==> src/rtl/aip_pkg.sv <==
// Shared config codes, STATUS bit positions and FSM state type for the AIP slave interface.
package aip_pkg;

    localparam logic [4:0] CFG_WR_INMEM  = 5'h00;
    localparam logic [4:0] CFG_WR_INPTR  = 5'h01;
    localparam logic [4:0] CFG_RD_OUTMEM = 5'h02;
    localparam logic [4:0] CFG_WR_OUTPTR = 5'h03;
    localparam logic [4:0] CFG_STATUS    = 5'h1E;
    localparam logic [4:0] CFG_ID        = 5'h1F;

    localparam int unsigned STATUS_DONE   = 0;
    localparam int unsigned STATUS_BUSY   = 1;
    localparam int unsigned STATUS_INT_EN = 2;

    typedef enum logic [1:0] {
        StIdle,
        StRun,
        StDone
    } aip_state_t;

endpackage

==> src/rtl/aip_dp_mem.sv <==
// Simple dual-port memory: one synchronous write port, one asynchronous read port, no reset.
module aip_dp_mem #(
    parameter int unsigned DEPTH = 16,
    parameter int unsigned WIDTH = 32,
    localparam int unsigned AW   = $clog2(DEPTH)
) (
    input  logic             clk,
    input  logic             we,
    input  logic [AW-1:0]    waddr,
    input  logic [WIDTH-1:0] wdata,
    input  logic [AW-1:0]    raddr,
    output logic [WIDTH-1:0] rdata
);

    logic [WIDTH-1:0] mem [DEPTH];

    always_ff @(posedge clk) begin
        if (we) begin
            mem[waddr] <= wdata;
        end
    end

    // Read-during-write returns the pre-write contents.
    assign rdata = mem[raddr];

endmodule

==> src/rtl/aip_slave_if.sv <==
// AIP slave interface: decodes host config/read/write/start strobes into memories, status and
// a start/done handshake with the attached core.
module aip_slave_if
    import aip_pkg::*;
#(
    parameter int unsigned       MEM_DEPTH = 16,
    parameter int unsigned       DATA_W    = 32,
    parameter logic [DATA_W-1:0] CORE_ID   = 32'h0000_A1B0,
    localparam int unsigned      AW        = $clog2(MEM_DEPTH)
) (
    input  logic              clk,
    input  logic              rst,
    input  logic [DATA_W-1:0] dataInAIP,
    output logic [DATA_W-1:0] dataOutAIP,
    input  logic [4:0]        confAIP,
    input  logic              readAIP,
    input  logic              writeAIP,
    input  logic              startAIP,
    output logic              intAIP,
    output logic              core_start,
    input  logic              core_done,
    input  logic [AW-1:0]     core_raddr,
    output logic [DATA_W-1:0] core_rdata,
    input  logic              core_we,
    input  logic [AW-1:0]     core_waddr,
    input  logic [DATA_W-1:0] core_wdata
);

    logic read_q, write_q, start_q;
    logic rd_edge, wr_edge, start_edge;
    logic [AW-1:0] wptr_q, wptr_d, rptr_q, rptr_d;
    logic int_en_q, int_en_d;
    aip_state_t state_q, state_d;
    logic done, busy, status_w1c, inmem_we;
    logic [DATA_W-1:0] outmem_rdata, status;

    // Strobes act only on the cycle they rise.
    assign rd_edge    = readAIP  & ~read_q;
    assign wr_edge    = writeAIP & ~write_q;
    assign start_edge = startAIP & ~start_q;

    assign done       = (state_q == StDone);
    assign busy       = (state_q == StRun);
    assign inmem_we   = wr_edge && (confAIP == CFG_WR_INMEM);
    assign status_w1c = wr_edge && (confAIP == CFG_STATUS) && dataInAIP[STATUS_DONE];
    assign intAIP     = done & int_en_q;

    always_comb begin
        status                = '0;
        status[STATUS_DONE]   = done;
        status[STATUS_BUSY]   = busy;
        status[STATUS_INT_EN] = int_en_q;
    end

    always_comb begin
        wptr_d   = wptr_q;
        rptr_d   = rptr_q;
        int_en_d = int_en_q;
        if (wr_edge) begin
            case (confAIP)
                CFG_WR_INMEM:  wptr_d   = wptr_q + AW'(1);
                CFG_WR_INPTR:  wptr_d   = dataInAIP[AW-1:0];
                CFG_WR_OUTPTR: rptr_d   = dataInAIP[AW-1:0];
                CFG_STATUS:    int_en_d = dataInAIP[STATUS_INT_EN];
                default:       ;
            endcase
        end
        if (rd_edge && (confAIP == CFG_RD_OUTMEM)) begin
            rptr_d = rptr_q + AW'(1);
        end
    end

    always_comb begin
        dataOutAIP = '0;
        if (readAIP) begin
            case (confAIP)
                CFG_RD_OUTMEM: dataOutAIP = outmem_rdata;
                CFG_STATUS:    dataOutAIP = status;
                CFG_ID:        dataOutAIP = CORE_ID;
                default:       dataOutAIP = '0;
            endcase
        end
    end

    always_comb begin
        state_d    = state_q;
        core_start = 1'b0;
        unique case (state_q)
            StIdle: begin
                if (start_edge) begin
                    state_d    = StRun;
                    core_start = 1'b1;
                end
            end
            StRun: begin
                if (core_done) begin
                    state_d = StDone;
                end
            end
            StDone: begin
                if (start_edge) begin
                    state_d    = StRun;
                    core_start = 1'b1;
                end else if (status_w1c) begin
                    state_d = StIdle;
                end
            end
            default: state_d = StIdle;
        endcase
        if (rst) begin
            core_start = 1'b0;
        end
    end

    always_ff @(posedge clk) begin
        if (rst) begin
            read_q   <= 1'b0;
            write_q  <= 1'b0;
            start_q  <= 1'b0;
            wptr_q   <= '0;
            rptr_q   <= '0;
            int_en_q <= 1'b0;
            state_q  <= StIdle;
        end else begin
            read_q   <= readAIP;
            write_q  <= writeAIP;
            start_q  <= startAIP;
            wptr_q   <= wptr_d;
            rptr_q   <= rptr_d;
            int_en_q <= int_en_d;
            state_q  <= state_d;
        end
    end

    aip_dp_mem #(
        .DEPTH (MEM_DEPTH),
        .WIDTH (DATA_W)
    ) u_inmem (
        .clk   (clk),
        .we    (inmem_we),
        .waddr (wptr_q),
        .wdata (dataInAIP),
        .raddr (core_raddr),
        .rdata (core_rdata)
    );

    aip_dp_mem #(
        .DEPTH (MEM_DEPTH),
        .WIDTH (DATA_W)
    ) u_outmem (
        .clk   (clk),
        .we    (core_we),
        .waddr (core_waddr),
        .wdata (core_wdata),
        .raddr (rptr_q),
        .rdata (outmem_rdata)
    );

endmodule

==> config.mk <==
export PLATFORM = sky130hd
export DESIGN_NAME = aip_slave_if
export DESIGN_NICKNAME = d
export VERILOG_FILES = /design/src/rtl/aip_pkg.sv /design/src/rtl/aip_dp_mem.sv /design/src/rtl/aip_slave_if.sv
export SDC_FILE = /design/constraint.sdc
export NUM_CORES = 1
export LEC_CHECK = 0
export BUFFER_PORTS_ARGS = -buffer_cell sky130_fd_sc_hd__buf_4
export CORE_ASPECT_RATIO = 1.1
export CORE_MARGIN = 2
export CORE_UTILIZATION = 64
export CTS_BUF_LIST = sky130_fd_sc_hd__clkbuf_8
export CTS_CLUSTER_SIZE = 25
export DETAILED_ROUTE_END_ITERATION = 6
export PLACE_DENSITY = 0.81
export REMOVE_ABC_BUFFERS = 1
export SYNTH_ARGS = -nofsm -noshare
export SYNTH_HDL_FRONTEND = slang
export SYNTH_SLANG_ARGS = --single-unit
==> constraint.sdc <==
create_clock -name clk -period 4.7 [get_ports clk]
set_input_delay 0.705 -clock clk [delete_from_list [all_inputs] [get_ports clk]]
set_output_delay 0.705 -clock clk [all_outputs]
set_load 0.02 [all_outputs]
---- After elaboration in Yosys (flattened, before gate mapping) ----
Memories as Yosys holds them, arrays and structs flattened. A register that Yosys moved wholly into a read port is not among the register bits.
Index checks and enable logic that the tools add are counted.
storage, ports and cells
  bits of input ports ..................... 84
  output and inout bits ................... 66
  bits in registers ....................... 14
  word-level logic and storage cells ...... 62
  memories ................................ 2
  memory bits (writable) .................. 1,024
memory list
  memory        words  bits a word  rd ports  clocked after memory_dff  write ports  line              RTL
  u_inmem.mem   16     32           1         0                         1            aip_dp_mem.sv:15  logic [WIDTH-1:0] mem [DEPTH];
  u_outmem.mem  16     32           1         1                         1            aip_dp_mem.sv:15
cells by class
  muxes and demuxes ....................... 20
  bitwise gates (word level) .............. 7
  $add $sub $neg .......................... 2
  reduce and logical (&&, ||, !) cells .... 14
  equal/unequal tests ..................... 10
operators with widths
  operator               number
  $pmux W32 S3           1
  $mux W32               1
  $mux W4                5
  $eq A5 B2 Y1 const B   2
  $eq A5 B5 Y1 const B   2
  $add A4 B1 Y4 const B  2
  $mux W2                4
  $pmux W4 S2            1
  $mux W1                7
  $pmux W2 S3            1
  $reduce_and A2 Y1      3
  $reduce_bool A2 Y1     3
  $eq A5 B1 Y1 const B   1
  $logic_not A5 Y1       1
  $and A1 B1 Y1          4
  $logic_and A1 B1 Y1    4
  $ne A2 B2 Y1 const B   2
  $ne A3 B2 Y1 const B   1
  $not A1 Y1             3
  $reduce_and A3 Y1      1
  $eq A2 B1 Y1 const B   1
  $eq A2 B2 Y1 const B   1
  $logic_not A2 Y1       1
  $reduce_or A2 Y1       1

---- Depth between registers and ports, before layout ----
  depth after elaboration ................. 7
  depth in mapped cells ................... 7
  mapped depth without buffers ............ 5

---- Cells and area by module ----
Synthesis repeated with hierarchy kept, for this count alone.
second synthesis, totals
  cells, all modules ...................... 1,743
  area, all modules ....................... 39,472.9 um^2
by module, submodules not included
  module        area each (um^2)  times used  seq. area each (um^2)  cells each
  aip_dp_mem    19,213.4          2           15,374.7               806
  aip_slave_if  1,046.0           1           280.3                  131

---- Worst setup path before layout ----
Ideal clock, no wire load.
  path kind ............................... input to register
  start point ............................. input confAIP[3]
  end point ............................... memory u_inmem.mem[3][0], enable pin
  required time ........................... 4,239 ps
  library setup time ...................... 461 ps
  slack ................................... 297 ps
  stages .................................. 4
  data arrival time ....................... 3,942 ps
  buffers on the path ..................... 0
  path through ............................ or3_1 -> nor4_1 -> nand2_1 -> nor3_1
between the ends
  cells in the longest elaborated chain, start to end .. 4
RTL lines
  item                           line                RTL
  from (decl)                    aip_slave_if.sv:15  input logic [4:0] confAIP,
  $logic_not A5 Y1               aip_slave_if.sv:44  assign inmem_we = wr_edge && (confAIP == CFG_WR_INMEM);
  $logic_and A1 B1 Y1            aip_slave_if.sv:44
  $mux W1                        aip_dp_mem.sv:18    if (we) begin
  $mux W1 (implied by the code)  aip_dp_mem.sv:19    mem[waddr] <= wdata;
  to (decl)                      aip_dp_mem.sv:15
No other way between the ends.

==> run metrics <==
H-tree Lvls 4; initial core utilization 0.649; placed cell count around 2600; CTS tree yes; initial antenna violation count 4; first-pass GRT wire length between 100000 and 150000 um; cell-internal power about 14 mW; critical path type register to output pin; Hold Path Class input port to register; CTS Root Cell clkbuf_8; Hold WS 184 ps; Non-Filler Instances between 2000 and 3000; clock slew at reported path FFs roughly 60 ps; Top FF cell, synth edfxtp_1; Die ar. 64200 um^2; Critical Path Source Type register; Leak Pwr around 14 nW; Async S/R FF share, synth 0; synthesized cell area between 30000 and 40000 um^2; RSZ-0062 raised after global routing false; number of flops mapped to enable cells by yosys 1024; Syn Area/Cell approximately 24 um^2; sequential fraction of the synthesis area 0.782; logic gate share of total power 0.039; Pins Over Slew Limit 0; drt total wl about 82000 um; clock buffer depth 3; setup bufs post-CTS 0; I/O pin cnt 150; max_cap viols 0; fin crit share 0.849; diodes inserted 0; largest net degree at the start of global routing 50; die height approximately 270 um; worst vdd ir around 0.0003 V; ranking of synthesized cells by area edfxtp_1 77%, mux4_2 16%, mux2i_1 1.1%, dfxtp_1 0.91%, mux2_2 0.74%; Buffers on Ports ~150; total grt overflow 0; final setup vio count 0; Synth Instances ~1700; drt first-iter violations 1943; TritonCTS Buffers approximately 160; CP Capture Type output pin; worst slew pin tran approximately 1300 ps; Yosys Warn Count 0; Routed WL per cell between 20 and 30 um; synth cell count leaders 1024 x edfxtp_1, 284 x mux4_2, 43 x mux2i_1; post-DR vias/cell 6.43; cts repair resizes 0; power density cells 393 nW/um^2; final hold violation count 0; DIE WIDTH 242 um; Reg power frac 0.579; library cells used by synthesis 47; Cell Rows between 90 and 100; P&R area growth vs syn 14.0%; Max Fanout on Critical Path roughly 50; outcome finished, final reports clean; post-DP HPWL approximately 48000 um; GRT Resource Usage Total 0.264; routability cong. around 0.85; total power after layout 17.8 mW; synthesized flop and latch total between 1000 and 1500; Worst Skew a little over 20 ps; switching share of power 0.206; Synth top area share 0.773; # hold bufs at CTS 0; critical path arrival 3290 ps; layout cell share with drive strength beyond 1 0.362; cell taking the most area after synthesis edfxtp_1; top-count cell post-synth edfxtp_1; WP data required around 4000 ps; CTS Sinks roughly 1000; P_sw ~3.7 mW; DRT Pass-1 Iters 5; Core Region roughly 61000 um^2; vias between 15000 and 20000; min Tclk post-route 3990 ps; Clk pwr share 0.382; slew margin rel. 0.117; post-route ant nets 0; clock latency on the worst-skew pair 770 ps; final net count approximately 2100; highest clock rate between 200 and 300 MHz; DRC errors left 0; final core occ 0.739; number of global-route vias before repair between 15000 and 20000
## cell type report
class	count	area [um^2]
sequential	1042	31100
fill	3251	16000
timing repair buffer	214	1790
inverter	8	30.0
multi-input combinational	552	8470
clock buffer	161	2220
tap	824	1030
clock inverter	118	678
## power groups by stage
stage | clock, mW | combinational (mW) | sequential [mW]
2_1_floorplan | 0 | 0.307 | 10.5
3_3_place_gp | 0 | 0.670 | 10.5
3_5_place_dp | 0 | 0.697 | 10.5
4_1_cts | 6.93 | 0.700 | 10.3
5_1_grt | 7.31 | 0.740 | 10.3
6_report | 6.81 | 0.694 | 10.3
## flip-flops by register name, indices dropped and copies added, names as in the netlist, named ones only
| signal | cells |
|---|---|
| start_q | 1 |
| state_q | 2 |
| u_inmem.mem | 512 |
| u_outmem.mem | 512 |
| int_en_q | 1 |
| rptr_q | 4 |
| wptr_q | 4 |
| write_q | 1 |
| read_q | 1 |
## metrics by stage
stage               instance area [um^2]  setup WS, ps  setup TNS, ps
floorplan                          39400         -1070         -27590
CTS                                45300           615              0
global placement                   42400           903              0
detailed placement                 42400           825              0
finish                             45300           710              0
global route                       45300           502              0
## layout by cell type, fill, tap and decap left out, types with 6 or more instances in the layout
master	instances
nor3_2	8
a21oi_1	30
nor2_4	24
dfxtp_1	14
nand3_1	8
nor2_1	14
mux2i_1	43
clkbuf_8	162
buf_4	199
mux4_2	284
nand2_1	15
nor2b_1	6
nand2b_1	11
edfxtp_1	1024
mux2_2	26
buf_12	14
inv_1	60
bufinv_16	7
o21ai_0	30
clkinv_1	37
clkinv_2	14
## cell families (layout without fill, tap and decap cells)
group,after synthesis,after routing,synth area share
buffers and inverters,93,501,0.0105
muxes,354,354,0.179
DFF,1042,1042,0.782
adders and majority gates,5,5,0.00157
and+or+nand+nor,111,111,0.0143
AOI/OAI and AO/OA,82,82,0.0123
## critical path, stage by stage, from the launching register on
cell	delay [ps]
dfxtp_2	510
buf_4	550
mux4_2	410
mux2_2	270
a21oi_1	360
o21ai_0	200
buf_4	200
## layer usage
layer	up-vias	track usage	wire length (um)
li1	7826	-	-
met1	9832	0.346	30800
met2	956	0.443	43000
met3	146	0.0644	6830
met4	8	0.0881	1850
met5	-	0	51
## worst paths after layout
check	from	end	slack, ps	cells after the start
max	register	dataOutAIP[0]	710	6
min	writeAIP	write_q	180	2
max reg2reg	write_q	u_inmem.mem[12][23]	1710	5
min reg2reg	rptr_q[3]	register	520	2
Power figures use the tool's default switching activity.
